## config.mk

```make
export PLATFORM = sky130hd
export DESIGN_NAME = multdiv_seq
export DESIGN_NICKNAME = d
export VERILOG_FILES = /design/src/rtl/multdiv_seq_pkg.sv /design/src/rtl/multdiv_seq_cla32.sv /design/src/rtl/multdiv_seq.sv
export SDC_FILE = /design/constraint.sdc
export NUM_CORES = 1
export LEC_CHECK = 0
export BUFFER_PORTS_ARGS = -buffer_cell sky130_fd_sc_hd__buf_2
export CAP_MARGIN = 15
export CORE_UTILIZATION = 56
export DETAILED_ROUTE_END_ITERATION = 6
export PLACE_DENSITY = 0.89
export SYNTH_ARGS = -nofsm -noshare
export SYNTH_HDL_FRONTEND = slang
export SYNTH_SLANG_ARGS = --single-unit
```

## constraint.sdc

```tcl
create_clock -name clock -period 5.03 [get_ports clock]
set_input_delay 0.7545 -clock clock [delete_from_list [all_inputs] [get_ports clock]]
set_output_delay 0.7545 -clock clock [all_outputs]
set_load 0.03 [all_outputs]
```

## src/rtl/multdiv_seq_pkg.sv

```systemverilog
// -----------------------------------------------------------------------------
// multdiv_seq_pkg
// Shared definitions for the multi-cycle multiply/divide unit: datapath width,
// step-counter width and the FSM state encoding (IDLE/MUL/DIV/DONE, 2 bits).
// No ports; imported by multdiv_seq.
// -----------------------------------------------------------------------------
package multdiv_seq_pkg;

    localparam int MULTDIV_WIDTH = 32;
    // Wide enough to hold the saturated value MULTDIV_WIDTH.
    localparam int CNT_W         = 6;

    typedef enum logic [1:0] {
        ST_IDLE = 2'd0,
        ST_MUL  = 2'd1,
        ST_DIV  = 2'd2,
        ST_DONE = 2'd3
    } state_t;

endpackage : multdiv_seq_pkg

```

## src/rtl/multdiv_seq_cla32.sv

```systemverilog
// -----------------------------------------------------------------------------
// cla32
// 32-bit carry-lookahead adder: eight 4-bit lookahead groups whose group
// generate/propagate terms produce the inter-group carries.
// Ports:
//   a, b  in  32  addends
//   cin   in  1   carry in
//   sum   out 32  a + b + cin (mod 2^32)
//   cout  out 1   carry out of bit 31
// -----------------------------------------------------------------------------
module cla32 (
    input  logic [31:0] a,
    input  logic [31:0] b,
    input  logic        cin,
    output logic [31:0] sum,
    output logic        cout
);

    logic [31:0] g;
    logic [31:0] p;
    logic [32:0] c;

    assign g = a & b;
    assign p = a ^ b;

    always_comb begin
        logic [3:0] gs;
        logic [3:0] ps;
        logic       ci;
        logic       grp_g;
        logic       grp_p;
        c     = '0;
        gs    = '0;
        ps    = '0;
        ci    = 1'b0;
        grp_g = 1'b0;
        grp_p = 1'b0;
        c[0]  = cin;
        for (int k = 0; k < 8; k++) begin
            gs = g[4*k +: 4];
            ps = p[4*k +: 4];
            ci = c[4*k];
            c[4*k+1] = gs[0] | (ps[0] & ci);
            c[4*k+2] = gs[1] | (ps[1] & gs[0]) | (ps[1] & ps[0] & ci);
            c[4*k+3] = gs[2] | (ps[2] & gs[1]) | (ps[2] & ps[1] & gs[0])
                     | (ps[2] & ps[1] & ps[0] & ci);
            grp_g    = gs[3] | (ps[3] & gs[2]) | (ps[3] & ps[2] & gs[1])
                     | (ps[3] & ps[2] & ps[1] & gs[0]);
            grp_p    = &ps;
            c[4*k+4] = grp_g | (grp_p & ci);
        end
    end

    assign sum  = p ^ c[31:0];
    assign cout = c[32];

endmodule : cla32

```

## src/rtl/multdiv_seq.sv

```systemverilog
// -----------------------------------------------------------------------------
// multdiv_seq
// Multi-cycle signed multiply / divide unit. A one-cycle ctrl_MULT or ctrl_DIV
// pulse captures the operands and starts a WIDTH-step iteration (radix-2 Booth
// for multiply, restoring division on magnitudes for divide); completion is a
// one-cycle data_resultRDY pulse. A start pulse in any state restarts the unit.
// Optional feature macro: MULTDIV_REMAINDER_EN adds the data_remainder output.
// Ports:
//   clock           in   1      rising-edge clock
//   reset           in   1      synchronous, active-high
//   data_operandA   in   WIDTH  multiplicand / dividend (two's complement)
//   data_operandB   in   WIDTH  multiplier / divisor (two's complement)
//   ctrl_MULT       in   1      start multiply (wins over ctrl_DIV)
//   ctrl_DIV        in   1      start divide
//   data_result     out  WIDTH  low half of product, or quotient
//   data_exception  out  1      overflow / divide-by-zero, valid with RDY
//   data_resultRDY  out  1      one-cycle completion pulse
//   data_busy       out  1      high while iterating (MUL/DIV states)
//   data_remainder  out  WIDTH  signed remainder (MULTDIV_REMAINDER_EN only)
// -----------------------------------------------------------------------------
module multdiv_seq
    import multdiv_seq_pkg::*;
#(
    // Both cla32 instances are fixed at 32 bits, so this must stay 32.
    parameter int WIDTH = MULTDIV_WIDTH
) (
    input  logic             clock,
    input  logic             reset,
    input  logic [WIDTH-1:0] data_operandA,
    input  logic [WIDTH-1:0] data_operandB,
    input  logic             ctrl_MULT,
    input  logic             ctrl_DIV,
    output logic [WIDTH-1:0] data_result,
    output logic             data_exception,
    output logic             data_resultRDY,
    output logic             data_busy
`ifdef MULTDIV_REMAINDER_EN
    ,
    output logic [WIDTH-1:0] data_remainder
`endif
);

    state_t           state;
    state_t           state_nx;
    logic [CNT_W-1:0] count;
    logic [CNT_W-1:0] count_inc;
    logic             last_step;

    // acc:lo:extra form the 2*WIDTH+1 Booth product register. For divide, acc
    // is the partial remainder and lo shifts the dividend out / quotient in.
    logic [WIDTH-1:0] acc;
    logic [WIDTH-1:0] lo;
    logic             extra;
    logic [WIDTH-1:0] opnd;      // multiplicand, or raw signed divisor
    logic             is_div;
    logic             sign_a;
    logic             sign_b;
    logic             div_by_zero;

    logic             start;
    logic             div_zero;

    logic [WIDTH-1:0] add_a;
    logic [WIDTH-1:0] add_b;
    logic             add_cin;
    logic [WIDTH-1:0] add_sum;
    logic             add_cout;

    logic [WIDTH-1:0] neg_in;
    logic [WIDTH-1:0] neg_sum;
    logic             neg_cout;

    logic             booth_msb;
    logic [WIDTH-1:0] div_shift;
    logic [WIDTH:0]   prod_hi;
    logic             mul_ovf;
    logic             quo_neg;

    assign start     = ctrl_MULT | ctrl_DIV;
    assign last_step = (count == CNT_W'(WIDTH - 1));
    assign count_inc = (count == CNT_W'(WIDTH)) ? count : count + 1'b1;

    // ---------------------------------------------------------------- FSM
    always_ff @(posedge clock) begin
        // NOTE: sequential state uses non-blocking assignment so every register
        // samples pre-edge values regardless of block ordering.
        if (reset) state <= ST_IDLE;
        else       state <= state_nx;
    end

    always_comb begin
        // NOTE: every output gets a default first, so no path leaves it
        // unassigned and no latch is inferred.
        state_nx  = state;
        data_busy = (state == ST_MUL) || (state == ST_DIV);
        if (start) begin
            state_nx = ctrl_MULT ? ST_MUL : ST_DIV;
        end else begin
            case (state)
                ST_IDLE: state_nx = ST_IDLE;
                ST_MUL:  if (last_step) state_nx = ST_DONE;
                ST_DIV:  if (div_zero || last_step) state_nx = ST_DONE;
                ST_DONE: state_nx = ST_IDLE;
                default: state_nx = ST_IDLE;
            endcase
        end
    end

    // ------------------------------------------------- sign/magnitude negator
    // Computes 0 - neg_in. On a start it yields |A| for the dividend; while in
    // DIV it is fed the divisor, whose carry-out flags B == 0; in DONE it
    // negates the quotient magnitude.
    always_comb begin
        neg_in = lo;
        if (start)               neg_in = data_operandA;
        else if (state == ST_DIV) neg_in = opnd;
    end

    cla32 u_negate (
        .a    ('0),
        .b    (~neg_in),
        .cin  (1'b1),
        .sum  (neg_sum),
        .cout (neg_cout)
    );

    assign div_zero = (state == ST_DIV) && !start && neg_cout;

    // ------------------------------------------------ shared iteration adder
    assign div_shift = {acc[WIDTH-2:0], lo[WIDTH-1]};

    always_comb begin
        add_a   = acc;
        add_b   = '0;
        add_cin = 1'b0;
        case (state)
            ST_MUL: begin
                case ({lo[0], extra})
                    2'b01:   add_b = opnd;
                    2'b10: begin
                        add_b   = ~opnd;
                        add_cin = 1'b1;
                    end
                    default: add_b = '0;
                endcase
            end
            ST_DIV: begin
                // Subtract |B| without forming it: a negative divisor is added
                // as-is, a positive one is subtracted. Carry-out means no borrow.
                add_a   = div_shift;
                add_b   = opnd[WIDTH-1] ? opnd : ~opnd;
                add_cin = ~opnd[WIDTH-1];
            end
`ifdef MULTDIV_REMAINDER_EN
            ST_DONE: begin
                // Idle adder negates the remainder magnitude.
                add_a   = '0;
                add_b   = ~acc;
                add_cin = 1'b1;
            end
`endif
            default: add_cin = 1'b0;
        endcase
    end

    cla32 u_iter_add (
        .a    (add_a),
        .b    (add_b),
        .cin  (add_cin),
        .sum  (add_sum),
        .cout (add_cout)
    );

    // Sign of the true WIDTH+1-bit Booth sum; keeps the arithmetic shift exact
    // even when subtracting the most negative multiplicand overflows WIDTH bits.
    assign booth_msb = acc[WIDTH-1] ^ add_b[WIDTH-1] ^ add_cout;

    // Product fits WIDTH bits only if bits [2W-1:W-1] are all equal.
    assign prod_hi = {acc, lo[WIDTH-1]};
    assign mul_ovf = !((&prod_hi) || !(|prod_hi));
    assign quo_neg = sign_a ^ sign_b;

    // -------------------------------------------------------------- datapath
    always_ff @(posedge clock) begin
        // NOTE: the whole datapath is reset, not just the visible outputs, so
        // no X from an uninitialised register can reach data_result.
        if (reset) begin
            count          <= '0;
            acc            <= '0;
            lo             <= '0;
            extra          <= 1'b0;
            opnd           <= '0;
            is_div         <= 1'b0;
            sign_a         <= 1'b0;
            sign_b         <= 1'b0;
            div_by_zero    <= 1'b0;
            data_result    <= '0;
            data_exception <= 1'b0;
            data_resultRDY <= 1'b0;
`ifdef MULTDIV_REMAINDER_EN
            data_remainder <= '0;
`endif
        end else begin
            data_resultRDY <= 1'b0;
            if (start) begin
                count          <= '0;
                acc            <= '0;
                extra          <= 1'b0;
                div_by_zero    <= 1'b0;
                data_exception <= 1'b0;
                is_div         <= ~ctrl_MULT;
                sign_a         <= data_operandA[WIDTH-1];
                sign_b         <= data_operandB[WIDTH-1];
                if (ctrl_MULT) begin
                    opnd <= data_operandA;
                    lo   <= data_operandB;
                end else begin
                    opnd <= data_operandB;
                    lo   <= data_operandA[WIDTH-1] ? neg_sum : data_operandA;
                end
            end else begin
                case (state)
                    ST_MUL: begin
                        acc   <= {booth_msb, add_sum[WIDTH-1:1]};
                        lo    <= {add_sum[0], lo[WIDTH-1:1]};
                        extra <= lo[0];
                        count <= count_inc;
                    end
                    ST_DIV: begin
                        if (div_zero) begin
                            div_by_zero <= 1'b1;
                        end else begin
                            acc   <= add_cout ? add_sum : div_shift;
                            lo    <= {lo[WIDTH-2:0], add_cout};
                            count <= count_inc;
                        end
                    end
                    ST_DONE: begin
                        data_resultRDY <= 1'b1;
                        if (!is_div) begin
                            data_result    <= lo;
                            data_exception <= mul_ovf;
`ifdef MULTDIV_REMAINDER_EN
                            data_remainder <= '0;
`endif
                        end else if (div_by_zero) begin
                            data_result    <= '0;
                            data_exception <= 1'b1;
`ifdef MULTDIV_REMAINDER_EN
                            data_remainder <= '0;
`endif
                        end else begin
                            data_result    <= quo_neg ? neg_sum : lo;
                            // A positive quotient with the top bit set only
                            // arises from MIN / -1.
                            data_exception <= lo[WIDTH-1] & ~quo_neg;
`ifdef MULTDIV_REMAINDER_EN
                            data_remainder <= sign_a ? add_sum : acc;
`endif
                        end
                    end
                    default: count <= count;
                endcase
            end
        end
    end

endmodule : multdiv_seq
```

# Word level (Yosys, flattened, before mapping)
# Cells that the tools add are included.
[word_totals] ff_bits=143 out_inout_bits=35 wordCells=359
[op_classes] addsub=1 n_eq_ne=11 n_mux=31 bitwise_logic=267 reduce_logical=36
[op_table] cell="32-bit two-way mux" count=14
[op_table] cell="32-bit case mux with 2 select lines" count=4
[op_table] cell="1-bit AND" count=173
[op_table] cell="32-bit XOR" count=3
[op_table] cell="1-bit bitwise OR" count=81
[op_table] cell="32-bit inverter" count=2
[op_table] cell="4-bit AND reduction" count=16
[op_table] cell="33-bit AND reduction" count=1
[op_table] cell="33-bit OR reduction" count=1
[op_table] cell="32-bit AND" count=1
[op_table] cell="6-bit two-way mux" count=2
[op_table] cell="6-bit case mux with 2 select lines" count=1
[op_table] cell="2-bit AND reduction" count=5
[op_table] cell="3-bit != test, second input constant" count=3
[op_table] cell="2-bit two-way mux" count=4
[op_table] cell="6-bit by 1-bit adder with 6-bit output, second input constant" count=1
[op_table] cell="2-bit == test, second input constant" count=3
[op_table] cell="6-bit by 5-bit == test with 1-bit output, second input constant" count=1
[op_table] cell="6-bit == test, second input constant" count=1
[op_table] cell="2-bit case mux with 3 select lines" count=1
[op_table] cell="2-bit by 1-bit == test with 1-bit output, second input constant" count=2
[op_table] cell="1-bit two-way mux" count=4
[op_table] cell="1-bit inverter" count=4
[op_table] cell="2-bit OR reduction" count=2
[op_table] cell="other kinds (9)" count=16

# Logic depth before layout (Yosys ltp)
[logic_depth] ltp_word=27 ltp_mapped=24

# Hierarchy
# A second synthesis with hierarchy kept.
[unflattened] hier_cells=1606 hier_area_um2=12532.0
[modules_own_cells] mod="multdiv_seq" instances=1 cells_each=1271 area_each_um2=9739.3 seq_area_each_um2=2862.7
[modules_own_cells] mod="cla32 at u_iter_add" instances=1 cells_each=181 area_each_um2=1465.2 seq_area_each_um2=0.0
[modules_own_cells] mod="cla32 at u_negate" instances=1 cells_each=154 area_each_um2=1327.5 seq_area_each_um2=0.0

# Worst setup path after synthesis
# Ideal clock, no wire load.
[synth_path] kind="flip-flop to flip-flop" from="reg state[0]" to="reg acc[27]" setup_time_ns=0.088 arrival_ns=4.966 setup_slack_ns=-0.024 path_stages_with_launch=22 period_less_slack_ns=5.054 cell_sequence="dfxtp_1 > inv_1 > ha_1 > buf_4 > buf_4 > buf_2 > buf_1 > clkbuf_1 > buf_1 > mux2_2 > ha_1 > a21o_1 > a21o_1 > a221oi_4 > o21ai_0 > nand2_1 > nor2_1 > nor3_1 > fa_1 > a211oi_1 > a21oi_1 > a311oi_2"
[synth_between] elab_chain_len=25
[synth_lines] item="start: declaration" line_no="multdiv_seq.sv:43" source="state_t state;"
[synth_lines] item="start signal: assignment" line_no="multdiv_seq.sv:88" source="else state <= state_nx;"
[synth_lines] item="2-bit == test / 2-bit by 1-bit == test with 1-bit output (equally long branches)"
[synth_lines] item="32-bit case mux with 2 select lines / 32-bit two-way mux (equally long branches)" line_no="multdiv_seq.sv:136" source="case (state)"
[synth_lines] item="32-bit XOR / 32-bit AND (equally long branches)" line_no="multdiv_seq_cla32.sv:24, multdiv_seq_cla32.sv:23"
[synth_lines] item="1-bit AND, on equally long branches" line_no="multdiv_seq_cla32.sv:47, multdiv_seq_cla32.sv:48"
[synth_lines] item="1-bit bitwise OR (tied with other cells)" line_no="multdiv_seq_cla32.sv:47" source="grp_g = gs[3] | (ps[3] & gs[2]) | (ps[3] & ps[2] & gs[1])"
[synth_lines] item="1-bit bitwise OR / 1-bit AND (equally long branches)" line_no="multdiv_seq_cla32.sv:47, multdiv_seq_cla32.sv:48"
[synth_lines] item="1-bit bitwise OR" line_no="multdiv_seq_cla32.sv:48" source="| (ps[3] & ps[2] & ps[1] & gs[0]);"
[synth_lines] item="1-bit bitwise OR" line_no="multdiv_seq_cla32.sv:50" source="c[4*k+4] = grp_g | (grp_p & ci);"
[synth_lines] item="[... 9 more ...]"
[synth_lines] item="1-bit bitwise OR" line_no="multdiv_seq_cla32.sv:50"
[synth_lines] item="1-bit AND" line_no="multdiv_seq_cla32.sv:50"
[synth_lines] item="1-bit bitwise OR" line_no="multdiv_seq_cla32.sv:50"
[synth_lines] item="1-bit AND" line_no="multdiv_seq_cla32.sv:50"
[synth_lines] item="1-bit bitwise OR" line_no="multdiv_seq_cla32.sv:50"
[synth_lines] item="32-bit two-way mux" line_no="multdiv_seq.sv:233" source="acc <= add_cout ? add_sum : div_shift;"
[synth_lines] item="32-bit two-way mux" line_no="multdiv_seq.sv:230" source="if (div_zero) begin"
[synth_lines] item="32-bit case mux with 2 select lines" line_no="multdiv_seq.sv:222" source="case (state)"
[synth_lines] item="end signal: assignment" line_no="multdiv_seq.sv:224" source="acc <= {booth_msb, add_sum[WIDTH-1:1]};"
[synth_lines] item="end signal: assignment" line_no="multdiv_seq.sv:233"
[synth_lines] item="end: declaration" line_no="multdiv_seq.sv:51" source="logic [WIDTH-1:0] acc;"
# Parallel ways exist; a longest one is shown, timed or not. The select of a mux whose other input is x is not followed.
# A chain may end at the register's enable or synchronous reset.

# Worst setup path in the final report
# Ends and elaborated chain as after synthesis.

==> impl_results.md <==
- Status: completed
- Period utilization: 0.924
- Antenna violations before repair: 0
- Mapped Nets: 1,596
- P&R area growth vs syn: 10.2%
- Largest cells by area after synthesis: dfxtp_1 (25%), mux2i_1 (8.8%), nor2_1 (7.4%), a211oi_1 (5.9%), mux2_2 (5.1%)
- I/O Buffers: 102
- Timing-limited maximum frequency: 215 MHz
- Skew-Pair Late Insertion Delay: roughly 0.45 ns
- Core Rows: 52
- Seq. cell area: approximately 2900 um2
- Max-cap violations: 0
- Clock tree from TritonCTS: done
- YS warnings: 0
- Global routing usage on met2: 0.552
- Tot GR Track Use: 0.343
- Setup TNS: 0 ns
- Footprint of the multi-input gates: 8210 um2
- Core Box Area: slightly above 20,000 um2
- Ys async rst share: 0
- Syn Inst Count: between 1k and 1.5k
- Most numerous cell in the Yosys netlist: nor2_1
- ANT nets after route: 0
- Yosys top cell by area: dfxtp_1
- Number of global-route vias before repair: 11.7k
- Reg2Reg Setup Slack: approximately 0.38 ns
- Met3 usage: 0.0694
- Die area: between 20,000 and 25,000 um2
- Power Total: around 3.3 mW
- Worst-margin pin slew: 1.21 ns
- FF+latch count, synth: 143
- Setup bufs post-CTS: 0
- Vias: approximately 12k
- Area share of the largest cell type after synthesis: 0.245
- Gr ovfl total: 0
- Via density: a little under 7
- Final-report setup violation count: 0
- Final HPWL DP: 25.8 mm
- Crit Path Category: reg2reg
- Seq/Total Area, Yosys: 0.245
- Number of synthesized flops with an enable pin: 0
- GR Layer Usage met1: 0.409
- Crit path max fanout: 21
- Worst R2R Path Depth: 19
- Fin area: between 10,000 and 15,000 um2
- Unique cell type count in the Yosys netlist: 86
- Fill cells: between 1.5k and 2k
- Fin. Hold Viols: 0
- Worst setup SP type: flip-flop
- Die Y-Extent: 146 um
- # diodes: 0
- GPL Wtd Cong: 0.997
- Tmin final: ~4.6 ns
- Cts bufs inserted: 17
- Layout cells sized above 1: 0.170
- Router iterations before antenna repair: 6
- RSZ-0062 raised after global routing: false
- Hold Path Depth: 2
- Reg-to-Reg End: acc[27]
- Post-DP Area: 12,300 um2
- Final net count: 1,634
- Clock transition at path regs: 0.07 ns
- PostCTS Resize Cnt: 0
- Wire per inst: 20.7 um
- I/O pin count: 103
- HP Start: sign_a
- Number of H-tree levels: 4
- Worst EP required: 5.38 ns
- Reg2Reg Launch Point: state[0]
- Commonest cells in the synthesized netlist: nor2_1 (230), dfxtp_1 (143), a21oi_1 (110)
- Setup crit end kind: flip-flop
- Final WL: 37.1 mm
- Starting Density: 0.574
- Max VDD drop: between 0.3 and 0.4 mV
- Worst hold path type: reg2reg
- Starting DRT DRC Count: 1,424
- Die X: 146 um
- Clock skew: 0.0156 ns
- CTS Buffer Depth: 2
- WHS Endpoint: sign_a
- GRT busiest layer: met2
- First-pass GRT wire length: 59.1 mm
- Hold-fix buffers, CTS: 0
- Max-slew headroom: 0.192
- Pins Over Slew Limit: 0
- Synth Flop Type: dfxtp_1
- Power per cell area: between 200 and 300 nW/um2
- WP data arrival: roughly 5.0 ns
- Largest net degree at the start of global routing: 75
- P_leak: 5.29 nW
- Post-Syn Area: 11,700 um2
- Mean Syn Cell Area: 7.92 um2
- DRC: 0
- Clock root buffer: clkbuf_16
- Sinks on Clock Net: 143
## final cells by class
| class | instances | area share |
|---|---|---|
| Clock buffer | 17 | 0.0330 |
| Clock inverter | 14 | 0.0117 |
| Inverter | 38 | 0.0111 |
| Multi-Input combinational cell | 1184 | 0.637 |
| Sequential cell | 143 | 0.222 |
| Tap cell | 270 | 0.0262 |
| Timing Repair Buffer | 129 | 0.0585 |
## placed cells by master (no fill, tap or decap), types with 15 or more instances in the layout
master     count
xor2_1        36
mux2i_1      103
inv_1         38
a211oi_1      92
nor3_1        47
nand3_1       24
buf_4         27
o21ai_0       54
nand4_1       19
nor4_1        15
a21oi_1      110
a221oi_1      28
mux2_2        53
nor2b_1       30
xnor2_1       24
ha_1          44
a22oi_1       15
nor2_1       230
buf_2         99
dfxtp_1      143
clkbuf_16     17
nand2_1       82
## sequential cells by signal, summed over array words and instances (netlist names), 2 cells and up
| name | count |
|---|---|
| opnd | 32 |
| acc | 32 |
| lo | 32 |
| state | 2 |
| count | 6 |
| data_result | 32 |
## how the worst max path moves through the flow
stage,start,endpoint,slack [ns],cells past startpoint
5_1_grt,state[1],acc[27],0.08,19
3_3_place_gp,state[0],acc[27],0.56,19
6_report,state[0],acc[27],0.38,19
2_1_floorplan,state[0],acc[27],0.004,21
4_1_cts,state[0],acc[27],0.36,19
3_5_place_dp,state[0],acc[27],0.39,19
## power by group
| part | total [mW] | switching [mW] | internal [mW] | leakage (nW) |
|---|---|---|---|---|
| combinational | 0.789 | 0.485 | 0.303 | 3.85 |
| clock | 1.27 | 0.577 | 0.698 | 0.275 |
| sequential | 1.26 | 0.0778 | 1.18 | 1.17 |
## critical path, cell delays in order, from the launching register on
cell,delay (ns)
dfxtp_1,0.34
inv_1,0.11
ha_4,0.36
nand2b_2,0.17
nand2_1,0.12
buf_4,0.23
nor2_1,0.07
a211oi_1,0.29
ha_1,0.35
a21oi_1,0.30
o21ai_1,0.14
a221oi_4,0.39
nand4_1,0.23
nand2_1,0.18
nor2_1,0.07
nor3_1,0.21
fa_1,0.46
a211oi_1,0.24
a21oi_1,0.08
a311oi_2,0.25
## logic make-up (layout without fill, tap and decap cells)
kind of cell	count (synthesis)	in the layout	synth area share
flops	143	143	0.245
mux	163	163	0.148
simple gates	515	515	0.212
compound gates	393	393	0.233
buf+inv	148	198	0.0545
fa+ha+maj	53	53	0.0619
xor+xnor	60	60	0.0450
## stage by stage
stage          utilization  setup WS (ns)  std cells  hold WS, ns
5_1_grt              0.632         0.0839       1795        0.493
3_5_place_dp         0.603          0.388       1763        0.462
6_report             0.632          0.382       1795        0.469
4_1_cts              0.632          0.362       1794        0.471
3_3_place_gp         0.603          0.556       1763        0.453
2_1_floorplan            -        0.00421       1475        0.444
## per-layer routing
| metal | vias up | wire length, um |
|---|---|---|
| met1 | 5650 | 14000 |
| met2 | 774 | 17000 |
| met3 | 194 | 3830 |
| li1 | 5488 | - |
| met4 | 0 | 2280 |
| met5 | - | 0 |
(Power assumes the default switching activity.)
